<file path="src/rtl/uart_pwm_pkg.sv">
// Shared constants for the UART-to-PWM command controller: the frame sync
// byte, opcode bit positions inside the CMD byte and the parser state codes.
package uart_pwm_pkg;

    localparam logic [7:0] SYNC_BYTE   = 8'hA5;

    // CMD byte layout: bit 7 selects mask write, bits 3:0 select the channel
    localparam int         OP_MASK_BIT = 7;
    localparam int         CH_MSB      = 3;
    localparam int         CH_LSB      = 0;

    // Parser states, kept as plain constants for legacy tool compatibility
    localparam logic [2:0] ST_IDLE     = 3'd0;
    localparam logic [2:0] ST_CMD      = 3'd1;
    localparam logic [2:0] ST_DHI      = 3'd2;
    localparam logic [2:0] ST_DLO      = 3'd3;
    localparam logic [2:0] ST_CHK      = 3'd4;

endpackage

</file>
<file path="src/rtl/uart_pwm_cmd_timeout.sv">
// Inter-byte timeout counter for the command parser. Counts while enabled,
// is forced to zero by clear, and saturates at TIMEOUT_CYCLES-1 where it
// flags expiry instead of wrapping.
module uart_pwm_cmd_timeout #(
    parameter int TIMEOUT_CYCLES = 27_000
) (
    input  logic i_clk,
    input  logic i_reset,
    input  logic i_clear,
    input  logic i_enable,
    output logic o_expire
);

    localparam int CNT_W = (TIMEOUT_CYCLES > 1) ? $clog2(TIMEOUT_CYCLES) : 1;
    localparam logic [CNT_W-1:0] CNT_LAST = CNT_W'(TIMEOUT_CYCLES - 1);

    logic [CNT_W-1:0] count_q;
    logic [CNT_W-1:0] count_d;

    assign o_expire = (count_q == CNT_LAST);

    // Next count: clear wins, otherwise step while enabled and not yet at the limit
    always_comb begin
        count_d = count_q;
        if (i_clear) begin
            count_d = '0;
        end else if (i_enable && !o_expire) begin
            count_d = count_q + CNT_W'(1);
        end
    end

    // Counter register
    always_ff @(posedge i_clk or posedge i_reset) begin
        if (i_reset) begin
            count_q <= '0;
        end else begin
            count_q <= count_d;
        end
    end

endmodule

</file>
<file path="src/rtl/uart_pwm_cmd_ctrl.sv">
// Command controller between the UART receiver and the PWM channel bank.
// Parses SYNC/CMD/DHI/DLO frames into duty registers and an enable mask.
// Define UART_PWM_CMD_CHECKSUM_EN to add a trailing CHK byte that must equal
// CMD ^ DHI ^ DLO; without it a frame executes on its DLO byte.
module uart_pwm_cmd_ctrl
    import uart_pwm_pkg::*;
#(
    parameter int NUM_CH         = 4,
    parameter int DUTY_BITS      = 16,
    parameter int TIMEOUT_CYCLES = 27_000
) (
    input  logic                          i_clk,
    input  logic                          i_reset,
    input  logic                          i_rx_valid,
    input  logic [7:0]                    i_rx_data,
    input  logic                          i_rx_break,
    output logic [NUM_CH*DUTY_BITS-1:0]   o_duty,
    output logic [NUM_CH-1:0]             o_pwm_en,
    output logic                          o_cfg_we,
    output logic                          o_frame_err,
    output logic                          o_busy
);

    logic [2:0]                  state_q, state_d;
    logic                        cmd_mask_q, cmd_mask_d;
    logic [3:0]                  cmd_ch_q, cmd_ch_d;
    logic [7:0]                  dhi_q, dhi_d;
`ifdef UART_PWM_CMD_CHECKSUM_EN
    logic [7:0]                  dlo_q, dlo_d;
    logic [7:0]                  chk_q, chk_d;
`endif
    logic [NUM_CH*DUTY_BITS-1:0] duty_q, duty_d;
    logic [NUM_CH-1:0]           pwm_en_q, pwm_en_d;
    logic                        cfg_we_q, cfg_we_d;
    logic                        frame_err_q, frame_err_d;

    logic                        byte_ok;
    logic                        brk;
    logic                        timeout_expire;
    logic                        exec;
    logic [7:0]                  exec_dlo;
    logic                        ch_valid;
    logic [15:0]                 raw_duty;
    logic [DUTY_BITS-1:0]        new_duty;
    logic [15:0]                 mask_wide;

    // A break qualified by valid overrides the byte, which is then not parsed
    assign byte_ok  = i_rx_valid && !i_rx_break;
    assign brk      = i_rx_valid && i_rx_break;

    assign ch_valid  = ({1'b0, cmd_ch_q} < 5'(NUM_CH));
    assign raw_duty  = {dhi_q, exec_dlo};
    assign new_duty  = raw_duty[DUTY_BITS-1:0];
    assign mask_wide = {8'h00, exec_dlo};

    uart_pwm_cmd_timeout #(
        .TIMEOUT_CYCLES (TIMEOUT_CYCLES)
    ) u_timeout (
        .i_clk    (i_clk),
        .i_reset  (i_reset),
        .i_clear  ((state_q == ST_IDLE) || byte_ok),
        .i_enable (state_q != ST_IDLE),
        .o_expire (timeout_expire)
    );

    // Frame parser and register-file update; break and timeout abort a frame first
    always_comb begin
        state_d     = state_q;
        cmd_mask_d  = cmd_mask_q;
        cmd_ch_d    = cmd_ch_q;
        dhi_d       = dhi_q;
`ifdef UART_PWM_CMD_CHECKSUM_EN
        dlo_d       = dlo_q;
        chk_d       = chk_q;
`endif
        duty_d      = duty_q;
        pwm_en_d    = pwm_en_q;
        cfg_we_d    = 1'b0;
        frame_err_d = 1'b0;
        exec        = 1'b0;
        exec_dlo    = 8'h00;

        if (brk) begin
            if (state_q != ST_IDLE) begin
                frame_err_d = 1'b1;
                state_d     = ST_IDLE;
            end
        end else if ((state_q != ST_IDLE) && timeout_expire) begin
            frame_err_d = 1'b1;
            state_d     = ST_IDLE;
        end else if (byte_ok) begin
            case (state_q)
                ST_IDLE: begin
                    if (i_rx_data == SYNC_BYTE) begin
                        state_d = ST_CMD;
`ifdef UART_PWM_CMD_CHECKSUM_EN
                        chk_d   = 8'h00;
`endif
                    end
                end
                ST_CMD: begin
                    cmd_mask_d = i_rx_data[OP_MASK_BIT];
                    cmd_ch_d   = i_rx_data[CH_MSB:CH_LSB];
`ifdef UART_PWM_CMD_CHECKSUM_EN
                    chk_d      = chk_q ^ i_rx_data;
`endif
                    state_d    = ST_DHI;
                end
                ST_DHI: begin
                    dhi_d   = i_rx_data;
`ifdef UART_PWM_CMD_CHECKSUM_EN
                    chk_d   = chk_q ^ i_rx_data;
`endif
                    state_d = ST_DLO;
                end
`ifdef UART_PWM_CMD_CHECKSUM_EN
                ST_DLO: begin
                    dlo_d   = i_rx_data;
                    chk_d   = chk_q ^ i_rx_data;
                    state_d = ST_CHK;
                end
                ST_CHK: begin
                    if (i_rx_data == chk_q) begin
                        exec     = 1'b1;
                        exec_dlo = dlo_q;
                    end else begin
                        frame_err_d = 1'b1;
                    end
                    state_d = ST_IDLE;
                end
`else
                ST_DLO: begin
                    exec     = 1'b1;
                    exec_dlo = i_rx_data;
                    state_d  = ST_IDLE;
                end
`endif
                default: begin
                    state_d = ST_IDLE;
                end
            endcase
        end

        if (exec) begin
            if (cmd_mask_q) begin
                pwm_en_d = mask_wide[NUM_CH-1:0];
                cfg_we_d = 1'b1;
            end else if (ch_valid) begin
                for (int k = 0; k < NUM_CH; k++) begin
                    if (cmd_ch_q == 4'(k)) begin
                        duty_d[k*DUTY_BITS +: DUTY_BITS] = new_duty;
                    end
                end
                cfg_we_d = 1'b1;
            end else begin
                frame_err_d = 1'b1;
            end
        end
    end

    // State, frame capture and configuration registers
    always_ff @(posedge i_clk or posedge i_reset) begin
        if (i_reset) begin
            state_q     <= ST_IDLE;
            cmd_mask_q  <= 1'b0;
            cmd_ch_q    <= 4'h0;
            dhi_q       <= 8'h00;
`ifdef UART_PWM_CMD_CHECKSUM_EN
            dlo_q       <= 8'h00;
            chk_q       <= 8'h00;
`endif
            duty_q      <= '0;
            pwm_en_q    <= '0;
            cfg_we_q    <= 1'b0;
            frame_err_q <= 1'b0;
        end else begin
            state_q     <= state_d;
            cmd_mask_q  <= cmd_mask_d;
            cmd_ch_q    <= cmd_ch_d;
            dhi_q       <= dhi_d;
`ifdef UART_PWM_CMD_CHECKSUM_EN
            dlo_q       <= dlo_d;
            chk_q       <= chk_d;
`endif
            duty_q      <= duty_d;
            pwm_en_q    <= pwm_en_d;
            cfg_we_q    <= cfg_we_d;
            frame_err_q <= frame_err_d;
        end
    end

    assign o_duty      = duty_q;
    assign o_pwm_en    = pwm_en_q;
    assign o_cfg_we    = cfg_we_q;
    assign o_frame_err = frame_err_q;
    assign o_busy      = (state_q != ST_IDLE);

endmodule

</file>
<file path="config.mk">
export PLATFORM = sky130hd
export DESIGN_NAME = uart_pwm_cmd_ctrl
export DESIGN_NICKNAME = d
export VERILOG_FILES = /design/src/rtl/uart_pwm_pkg.sv /design/src/rtl/uart_pwm_cmd_timeout.sv /design/src/rtl/uart_pwm_cmd_ctrl.sv
export SDC_FILE = /design/constraint.sdc
export NUM_CORES = 1
export LEC_CHECK = 0
export ABC_AREA = 1
export ABC_CLOCK_PERIOD_IN_PS = 4500
export CAP_MARGIN = 25
export CORE_MARGIN = 5
export CORE_UTILIZATION = 30
export DETAILED_ROUTE_END_ITERATION = 10
export DONT_BUFFER_PORTS = 1
export GPL_ROUTABILITY_DRIVEN = 0
export SYNTH_ARGS = -nofsm -noshare
export SYNTH_HDL_FRONTEND = slang
export SYNTH_SLANG_ARGS = --single-unit
export TNS_END_PERCENT = 30
</file>
<file path="constraint.sdc">
create_clock -name i_clk -period 4.5 [get_ports i_clk]
set_clock_uncertainty 0.2 [all_clocks]
set_input_delay 0.675 -clock i_clk [delete_from_list [all_inputs] [get_ports i_clk]]
set_output_delay 0.675 -clock i_clk [all_outputs]
set_load 0.01 [all_outputs]
</file>
==> impl_metrics.py <==
metrics = {
    "clocking": {
        "cts_setup_buffers": 0,
        "clockBufferDepth": 2,
        "path_clk_slew_ns": 0.07,
        "numClockSinks": 100,
        "h-tree-depth": 3,
        "cts_hold_buf": 0,
        "worstSkewPairLatency_ns": 0.35,
        "cts_tree": "yes",
        "ctsResizeCount": 0,
        "cts_root_buf": "clkbuf_16",
        "numCtsBuffers": 9,
    },
    "setup_path": {
        "critPathKind": "reg -> reg",
        "end_kind": "register",
        "rr_worst_depth": 6,
        "worstPathArrival_ns": 2.39,
        "reg2reg_slack_ns": 2.16,
        "start_kind": "register",
        "critical_path_required_ns": 4.55,
        "critPathMaxFanout": 16,
    },
    "drt": {
        "initialDrtViolationCount": 255,
        "drc": 0,
        "wl_per_cell_um": 16.2,
        "wirelength_mm": 11.2,
        "via_per_inst": 4.69,
        "vias": 3253,
        "first_pass_iters": 5,
        "postRouteAntennaNets": 0,
    },
    "finish": {
        "antennaDiodeCount": 0,
        "fillers": 1472,
        "final_common_cell": "nand2_1",
        "final_util_pct": 33.1,
        "fin_nets": 521,
        "multi_input_area_sq_um": 1590,
        "register_area_sq_um": 2500,
        "area_delta_synth_final_pct": 9.44,
        "final_cell_mix": "nand2_1, dfrtp_1, inv_1",
        "drive_gt1_share_pct": 6.68,
    },
    "floorplan": {
        "die_w_um": 130,
        "dieArea_sq_um": 17000,
        "row_count": 44,
        "die_y_um": 130,
        "initial_core_util_pct": 30.3,
        "core_area_sq_um": 14400,
        "io_pins": 83,
    },
    "synth": {
        "ys_seq_area_share_pct": 57.5,
        "synth.avg_cell_area_sq_um": 8.61,
        "synth.cell_area_sq_um": 4350,
        "synth.ff_latch_count": 100,
        "yosysUniqueCellTypes": 26,
        "syn_nets": 522,
        "ys_warn_count": 0,
        "syn_inst": 505,
    },
    "sta": {
        "tns_ns": 0,
        "hold_viol": 0,
        "period_share_pct": 52.0,
        "max_freq_ghz": 0.428,
        "min_period_ns": 2.34,
        "worstMarginPinSlew_ns": 0.814,
        "setup_viol": 0,
        "rsz0062_at_grt": "no",
        "maxSlewViolCount": 0,
        "relSlewSlack_pct": 45.7,
    },
    "grt": {
        "antenna_found_initial": 0,
        "overflow": 0,
        "first_global_vias": 3192,
        "grt_max_degree": 65,
        "grt_usage_pct": 13.5,
        "grt_pass1_wl_mm": 17.4,
    },
    "power": {
        "switching_power_mw": 0.657,
        "clockPowerShare_pct": 34.8,
        "design_power_total_mw": 2.13,
        "cellLeakagePower_nw": 2.56,
        "p_seq_share_pct": 52.1,
        "max-vdd-ir-drop_uv": 190,
        "p_int_mw": 1.47,
        "powerDensity_nw_per_um2": 447,
        "swShare_pct": 30.9,
        "combinationalPowerShare_pct": 13.0,
    },
    "placement": {
        "portBuffers": 0,
        "dp_hpwl_mm": 8.06,
    },
    "run_status": {
        "status": "complete, no violations",
    },
    "min_path": {
        "worstHoldPathType": "in -> async",
    },
    "job": {
        "maxCapViolCount": 0,
    },
}
## synth_stat cells
library cell / n / share of area (%)
inv_2: 2 / 0.17
nor2_1: 31 / 2.7
buf_2: 3 / 0.35
buf_6: 8 / 2.1
dfrtp_1: 100 / 58
nor2_4: 4 / 1.0
inv_1: 36 / 3.1
or2_2: 1 / 0.14
xnor2_1: 1 / 0.20
xor2_1: 2 / 0.40
o211ai_1: 1 / 0.17
nand2_1: 241 / 21
a21oi_1: 6 / 0.69
nand4_1: 4 / 0.58
ha_1: 5 / 1.4
o21ai_0: 25 / 2.9
nand3_2: 3 / 0.69
nor3b_4: 1 / 0.43
nand3_1: 13 / 1.5
or2_1: 1 / 0.14
clkbuf_1: 1 / 0.086
nor2_2: 1 / 0.14
buf_4: 1 / 0.17
nand4_2: 4 / 1.2
nand3_4: 1 / 0.40
nor3_1: 9 / 1.0
## registers in the layout (all words and copies together), names as in the netlist
signal and count:
u_timeout.count_q 15, cmd_ch_q 4, o_cfg_we 1, o_duty 64, o_pwm_en 4, cmd_mask_q 1
o_frame_err 1, dhi_q 8, state_q 2
## logic make-up (layout without fill, tap and decap cells)
family,count (synthesis),after routing,synth area share (%)
XOR/XNOR,3,3,0.604
adder cells (fa/ha/maj),5,5,1.44
buffers and inverters,51,55,5.96
AND/OR/NAND/NOR,314,314,30.7
flip-flops,100,100,57.5
AO/OA/AOI/OAI,32,32,3.74
## final timing paths
kind,start,endpoint
hold reg to reg,cmd_ch_q[3],cmd_ch_q[3]
max in group asynchronous,i_reset,o_duty[52]
setup / recovery,state_q[1],dhi_q[6]
min in group i_clk,cmd_ch_q[3],cmd_ch_q[3]
hold / removal,i_reset,o_pwm_en[1]
setup reg to reg,state_q[1],dhi_q[6]
## critical path, cell delays in order (launching register included)
cell	delay, ns
dfrtp_1	0.43
inv_1	0.11
ha_1	0.25
inv_1	0.16
nand3_2	0.31
nand3_1	0.46
o21ai_0	0.32
## metal layers
metal	up-vias	part of all wire (%)	global-route usage (%)
met4	0	1.5	3.69
li1	1558	-	-
met3	14	10	6.71
met5	-	0	0
met2	101	49	21.9
met1	1580	40	15.9
## power groups by stage
stage / Combinational (mW) / Clock (mW) / Sequential, mW
detailed placement: 0.278 / 0 / 1.13
floorplan: 0.237 / 0 / 1.09
finish: 0.277 / 0.742 / 1.11
global route: 0.322 / 0.800 / 1.12
CTS: 0.281 / 0.765 / 1.11
global placement: 0.267 / 0 / 1.12
## per-stage QoR
| stage | cells | setup WS (ns) | hold slack [ns] | cell area [sq um] |
|---|---|---|---|---|
| 2_1_floorplan | 505 | 1.01 | 0.245 | 4350 |
| 3_3_place_gp | 677 | 2.25 | 0.261 | 4470 |
| 3_5_place_dp | 677 | 2.19 | 0.270 | 4470 |
| 4_1_cts | 693 | 2.14 | 0.176 | 4760 |
| 5_1_grt | 693 | 1.91 | 0.201 | 4760 |
| 6_report | 693 | 2.16 | 0.116 | 4760 |
## cell type report
type,instances,share of cell area (%)
timing repair buffer,1,0.158
tap,184,4.84
clock inverter,5,0.920
sequential,100,52.6
inverter,38,3.05
multi-input combinational,354,33.4
clock buffer,11,5.10
Power figures use the tool's default switching activity.
==> RTL edit 1, RTL diff (config.mk and constraints unchanged) <==
`TIMEOUT_CYCLES` is set to 27_000 in 2 places; all go to 108_000.
--- a/src/rtl/uart_pwm_cmd_timeout.sv
+++ b/src/rtl/uart_pwm_cmd_timeout.sv
@@ -3,5 +3,5 @@
 // flags expiry instead of wrapping.
 module uart_pwm_cmd_timeout #(
-    parameter int TIMEOUT_CYCLES = 27_000
+    parameter int TIMEOUT_CYCLES = 108_000
 ) (
     input  logic i_clk,
--- a/src/rtl/uart_pwm_cmd_ctrl.sv
+++ b/src/rtl/uart_pwm_cmd_ctrl.sv
@@ -8,5 +8,5 @@
     parameter int NUM_CH         = 4,
     parameter int DUTY_BITS      = 16,
-    parameter int TIMEOUT_CYCLES = 27_000
+    parameter int TIMEOUT_CYCLES = 108_000
 ) (
     input  logic                          i_clk,
Formal check against the unedited RTL: same outputs for any inputs over 4 cycles, from zero or initial values and one cycle with i_reset high; that may be too few to reach the edited logic, so the function may still have changed.
==> RTL edit 1 against the unedited design <==
Combinational power is 43% higher; area after synthesis rose by 5.5%; sequential cell count increased by 2; final area grew 5.4%; critical endpoint is now o_duty[2]; wire length increased by 7.0%; fmax up 1.8%; core utilization is 0.13 points higher; total power increased by 16%; worst setup slack better by 0.041 ns.
==> RTL edit 1: results (changes against the unedited design) <==
----------------------------------------------------
[Outcome]
  Outcome ... complete, no violations

[Synthesis]
  Synth Area per Inst ... 8.91 um2 (+3.5%)
  Number of different library cells in the post-synthesis netlist ... 33 (+27%)
  Top cells by instance count after synthesis ... nand2_1, dfrtp_1, nor2_1, inv_1, nand2_2
  Share of synthesized area occupied by flip-flops and latches ... 55.6% (-1.9 points)

[Power]
  Psw ... 0.886 mW (+35%)
  Combinational share of power ... 16.0% (+3.0 points)
  P_seq ... 1.28 mW (+15%)
  Leak Pwr ... 2.59 nW (+1.2%)
  VDD IR max ... 0.246 mV (+30%)
  Switching fraction of total power ... 35.8% (+4.9 points)

[Cells and area]
  Count of nets after finishing ... 531 (+1.9%)
  Layout cell share with drive strength beyond 1 ... 13.9% (+7.2 points)
  Filler instances ... 1554 (+5.6%)

[Global route]
  Global Route met3 Usage ... 7.18% (+0.47 points)
  Global-route wire length before repair ... 19000 um (+8.8%)
  GRT met2 Usage ... 22.2% (+0.27 points)
  Pin count of the biggest net entering global routing ... 71 (+9.2%)
  Overall Global Routing Usage ... 13.9% (+0.42 points)

[Routing]
  Vias after detailed routing ... 3363 (+3.4%)
  Number of iterations in the first detailed-routing pass ... 4 (-1)
  DRC marker count from the first detailed-route iteration ... 172 (-33%)
  Total length of routed met2 wires ... 5540 um (+0.93%)
  Routed wire per std cell ... 17.0 um (+4.8%)
  Sum of routed wire segments on met1 ... 5040 um (+14%)

[Critical path]
  Worst Reg-to-Reg Cells ... 8 (+2)
  Delay of the slowest cell on the worst path ... 0.42 ns (-0.04 ns)
  Worst-case register-to-register setup slack ... 2.20 ns (+0.04 ns)
  Endpoint of the worst setup timing path ... o_duty[2]
  Worst r2r src ... state_q[0]
  CP max-delay cell ... dfrtp_1

[STA]
  Max Freq ... 435 MHz (+1.8%)
  Transition time at the pin with the least slew margin ... 0.881 ns (+0.0671 ns)

[Placement]
  Cell Area, Placed ... 4710 um2 (+5.3%)
  Placed cells ... 691 (+2.1%)

----------------------------------------------------
## RTL edit 1: cell types whose count changed in the layout (fill, tap and decap cells not counted), sizes merged, moves of 2 or more
cell	before	now
dfrtp	100	102
nand4	8	6
clkinv	0	3
nand2	241	243
a21oi	6	11
clkbuf	11	9
nor2	36	39
clkinvlp	2	0
## RTL edit 1: cells by family (layout without fill, tap and decap cells)
kind of cell / count (synthesis) / after routing / share of synthesized area (%)
buffers and inverters: 50 / 54 / 5.78
adders and majority gates: 5 / 5 / 1.36
DFF: 102 / 102 / 55.6
AOI/OAI and AO/OA: 40 / 40 / 4.63
and+or+nand+nor: 316 / 316 / 32.2
xor gates and xnor gates: 2 / 2 / 0.382
## RTL edit 1: worst reg2reg max path, delay by kind of cell (launching register included)
kind | cells | cell delay, ns
adders and majority gates | 1 | 0.25
buffers and inverters | 2 | 0.28
DFF | 1 | 0.42
and+or+nand+nor | 5 | 1.09
## RTL edit 1: how the worst min path moves through the flow
| stage | from | to | slack [ns] | depth (start not counted) |
|---|---|---|---|---|
| after floorplan | u_timeout.count_q[12] | u_timeout.count_q[12] | 0.24 | 1 |
| after global placement | cmd_ch_q[2] | cmd_ch_q[2] | 0.26 | 2 |
| after detailed placement | cmd_ch_q[2] | cmd_ch_q[2] | 0.27 | 2 |
| after CTS | i_reset | o_duty[57] | 0.20 | 1 |
| after global routing | i_reset | o_duty[57] | 0.24 | 1 |
| final | i_reset | o_pwm_en[1] | 0.17 | 1 |
## RTL edit 1: area by class of cell
class | instances | area (um2) | share of cell area, %
inverters | 37 | 143 | 2.84
flip-flops and latches | 102 | 2550 | 50.9
well taps | 188 | 235 | 4.69
clock inverters | 7 | 83.8 | 1.67
repair buffers | 1 | 7.51 | 0.150
clock buffers | 9 | 225 | 4.49
multi-input cells | 363 | 1770 | 35.3
==> RTL edit 2, RTL diff (same settings) <==
Without the edit above. Remove the register `cfg_we_q`: a continuous assignment takes its place, so the output `o_cfg_we` follows one clock earlier.
--- a/src/rtl/uart_pwm_cmd_ctrl.sv
+++ b/src/rtl/uart_pwm_cmd_ctrl.sv
@@ -172,5 +172,4 @@
             duty_q      <= '0;
             pwm_en_q    <= '0;
-            cfg_we_q    <= 1'b0;
             frame_err_q <= 1'b0;
         end else begin
@@ -185,8 +184,9 @@
             duty_q      <= duty_d;
             pwm_en_q    <= pwm_en_d;
-            cfg_we_q    <= cfg_we_d;
             frame_err_q <= frame_err_d;
         end
     end
+
+    assign cfg_we_q = cfg_we_d;
 
     assign o_duty      = duty_q;
Formal check against the unedited RTL: not equivalent (a bounded check fails within 4 cycles, from zero or initial values and one cycle with i_reset high).
==> RTL edit 2 against the unedited design <==
Die area fell by 0.54%; non-clock buffer count unchanged; register-to-register slack about the same; total power rose by 1.1%; via count down 0.65%; sequential cell count decreased by 1; worst setup slack worse by 0.60 ns; wire length up 4.5%; final area decreased by 0.45%; largest power group unchanged; area after synthesis down 0.58%.
==> RTL edit 2: results (changes against the unedited design) <==
----------------------------------------------------
[Synthesis]
  Fraction of registers with async set/reset ... 100% (unchanged)
  Dominant register cell in the synthesized netlist ... dfrtp_1
  Share of synthesized area occupied by flip-flops and latches ... 57.3% (-0.25 points)
  Nets in the synthesized netlist ... 521 (-0.19%)
  Leading post-synthesis cells by cell area ... dfrtp_1, nand2_1, inv_1
  Number of different library cells in the post-synthesis netlist ... 26 (unchanged)
  Count of yosys warnings during synthesis ... 0 (unchanged)
  Top cells by instance count after synthesis ... nand2_1, dfrtp_1, inv_1, nor2_1, o21ai_0

[Clocking]
  Clk slew on worst S/H paths ... 0.06 ns
  Post-CTS Resized ... 0 (unchanged)
  Root Driver ... clkbuf_16
  Number of levels the H-tree was split into ... 3 (unchanged)
  Clock Latency Late Sink ... 0.34 ns
  Post-CTS setup buffer count ... 0 (unchanged)
  Number of buffers created by CTS ... 9 (unchanged)
  Buffers from clock root to sink, at most ... 2 (unchanged)

[STA]
  Worst slack on hold paths ... 0.185 ns (+0.0689 ns)
  Worst slew margin relative to its limit ... 40.7% (-5.0 points)
  Number of failing hold endpoints at the final stage ... 0 (unchanged)

[Routing]
  Number of iterations in the first detailed-routing pass ... 4 (-1)
  Sum of routed wire segments on met1 ... 4930 um (+11%)
  Vias after detailed routing ... 3232 (-0.65%)
  DRC marker count from the first detailed-route iteration ... 184 (-28%)
  Routed wire per std cell ... 17.1 um (+5.4%)
  Top layer in use ... met4
  Total length of routed met2 wires ... 5620 um (+2.3%)
  Met3 WL ... 1070 um (-4.8%)

[Global route]
  Overall Global Routing Usage ... 14.3% (+0.81 points)
  Pin count of the biggest net entering global routing ... 71 (+9.2%)
  Initial antenna violation count ... 0 (unchanged)
  Global-route wire length before repair ... 18100 um (+4.0%)
  Via count of the first global-routing pass ... 3153 (-1.2%)

[Critical path]
  CP max-delay cell ... dfrtp_1
  Worst-case register-to-register setup slack ... 2.17 ns (about the same)
  Crit. Startpoint ... state_q[0]
  Endpoint of the worst setup timing path ... o_cfg_we
  Worst r2r src ... state_q[0]
  Delay of the slowest cell on the worst path ... 0.42 ns (-0.04 ns)
  Crit path max-delay family ... simple AND/OR/NAND/NOR gates
  Worst-path maximum fanout ... 14 (-2)
  Reg-to-reg endpoint ... dhi_q[5]

[Cells and area]
  Layout cell share with drive strength beyond 1 ... 6.31% (-0.37 points)
  Flip-flop count of the largest register after layout ... 64 (unchanged)
  Ant diodes ... 0 (unchanged)

[Power]
  Psw ... 0.632 mW (-3.9%)
  VDD IR max ... 0.200 mV (+5.4%)
  Leak Pwr ... 2.56 nW (-0.12%)

[Hold path]
  Type of the tightest min-delay check ... in -> async

[Outcome]
  Outcome ... complete, no violations

[Placement]
  Post-detailed-placement half-perimeter wirelength ... 8280 um (+2.7%)
  Count of input and output buffers ... 0 (unchanged)

----------------------------------------------------
==> RTL edit 2: routing by layer <==
layer	vias to the layer above	global-route usage [%]
met2	98	22.8
met3	7	5.32
met1	1574	18.1
met5	-	0
li1	1553	-
met4	0	4.40
==> RTL edit 2: final cells by class <==
| class | instances | area, um2 |
|---|---|---|
| Clock buffer | 13 | 260 |
| Fill cell | 1471 | 9250 |
| Multi-Input combinational cell | 354 | 1590 |
| Inverter | 38 | 145 |
| Timing Repair Buffer | 1 | 7.51 |
| Sequential cell | 99 | 2480 |
| Tap cell | 180 | 225 |
| Clock inverter | 2 | 35.0 |
==> RTL edit 2: worst register-to-register path, delay by kind of cell (launching register included) <==
family	cells	cell delay, ns
adders and majority gates	1	0.23
buffers and inverters	2	0.23
and+or+nand+nor	2	0.80
DFF	1	0.42
AOI/OAI and AO/OA	1	0.35
==> RTL edit 2: power by group through the flow <==
stage	sequential, mW	combinational [mW]	clock (mW)
6_report	1.10	0.275	0.775
2_1_floorplan	1.08	0.237	0
3_5_place_dp	1.12	0.277	0
5_1_grt	1.12	0.319	0.832
4_1_cts	1.10	0.279	0.800
3_3_place_gp	1.11	0.264	0
==> RTL edit 2: logic make-up after synthesis <==
logic type	after synthesis	synth area share [%]
buffers and inverters	51	5.99
flip-flops	99	57.3
adder cells (fa/ha/maj)	5	1.45
AND/OR/NAND/NOR	314	30.9
AO/OA/AOI/OAI	32	3.76
XOR/XNOR	3	0.608
==> RTL edit 2: metrics by stage <==
stage | utilization (%) | setup WS (ns) | cell area, um2 | cells
after CTS | 33.9 | 1.54 | 4740 | 687
after detailed placement | 31.8 | 1.93 | 4440 | 672
after global placement | 31.8 | 1.99 | 4440 | 672
after global routing | 33.9 | 1.37 | 4740 | 687
after floorplan | - | 1.03 | 4320 | 504
final | 33.9 | 1.56 | 4740 | 687
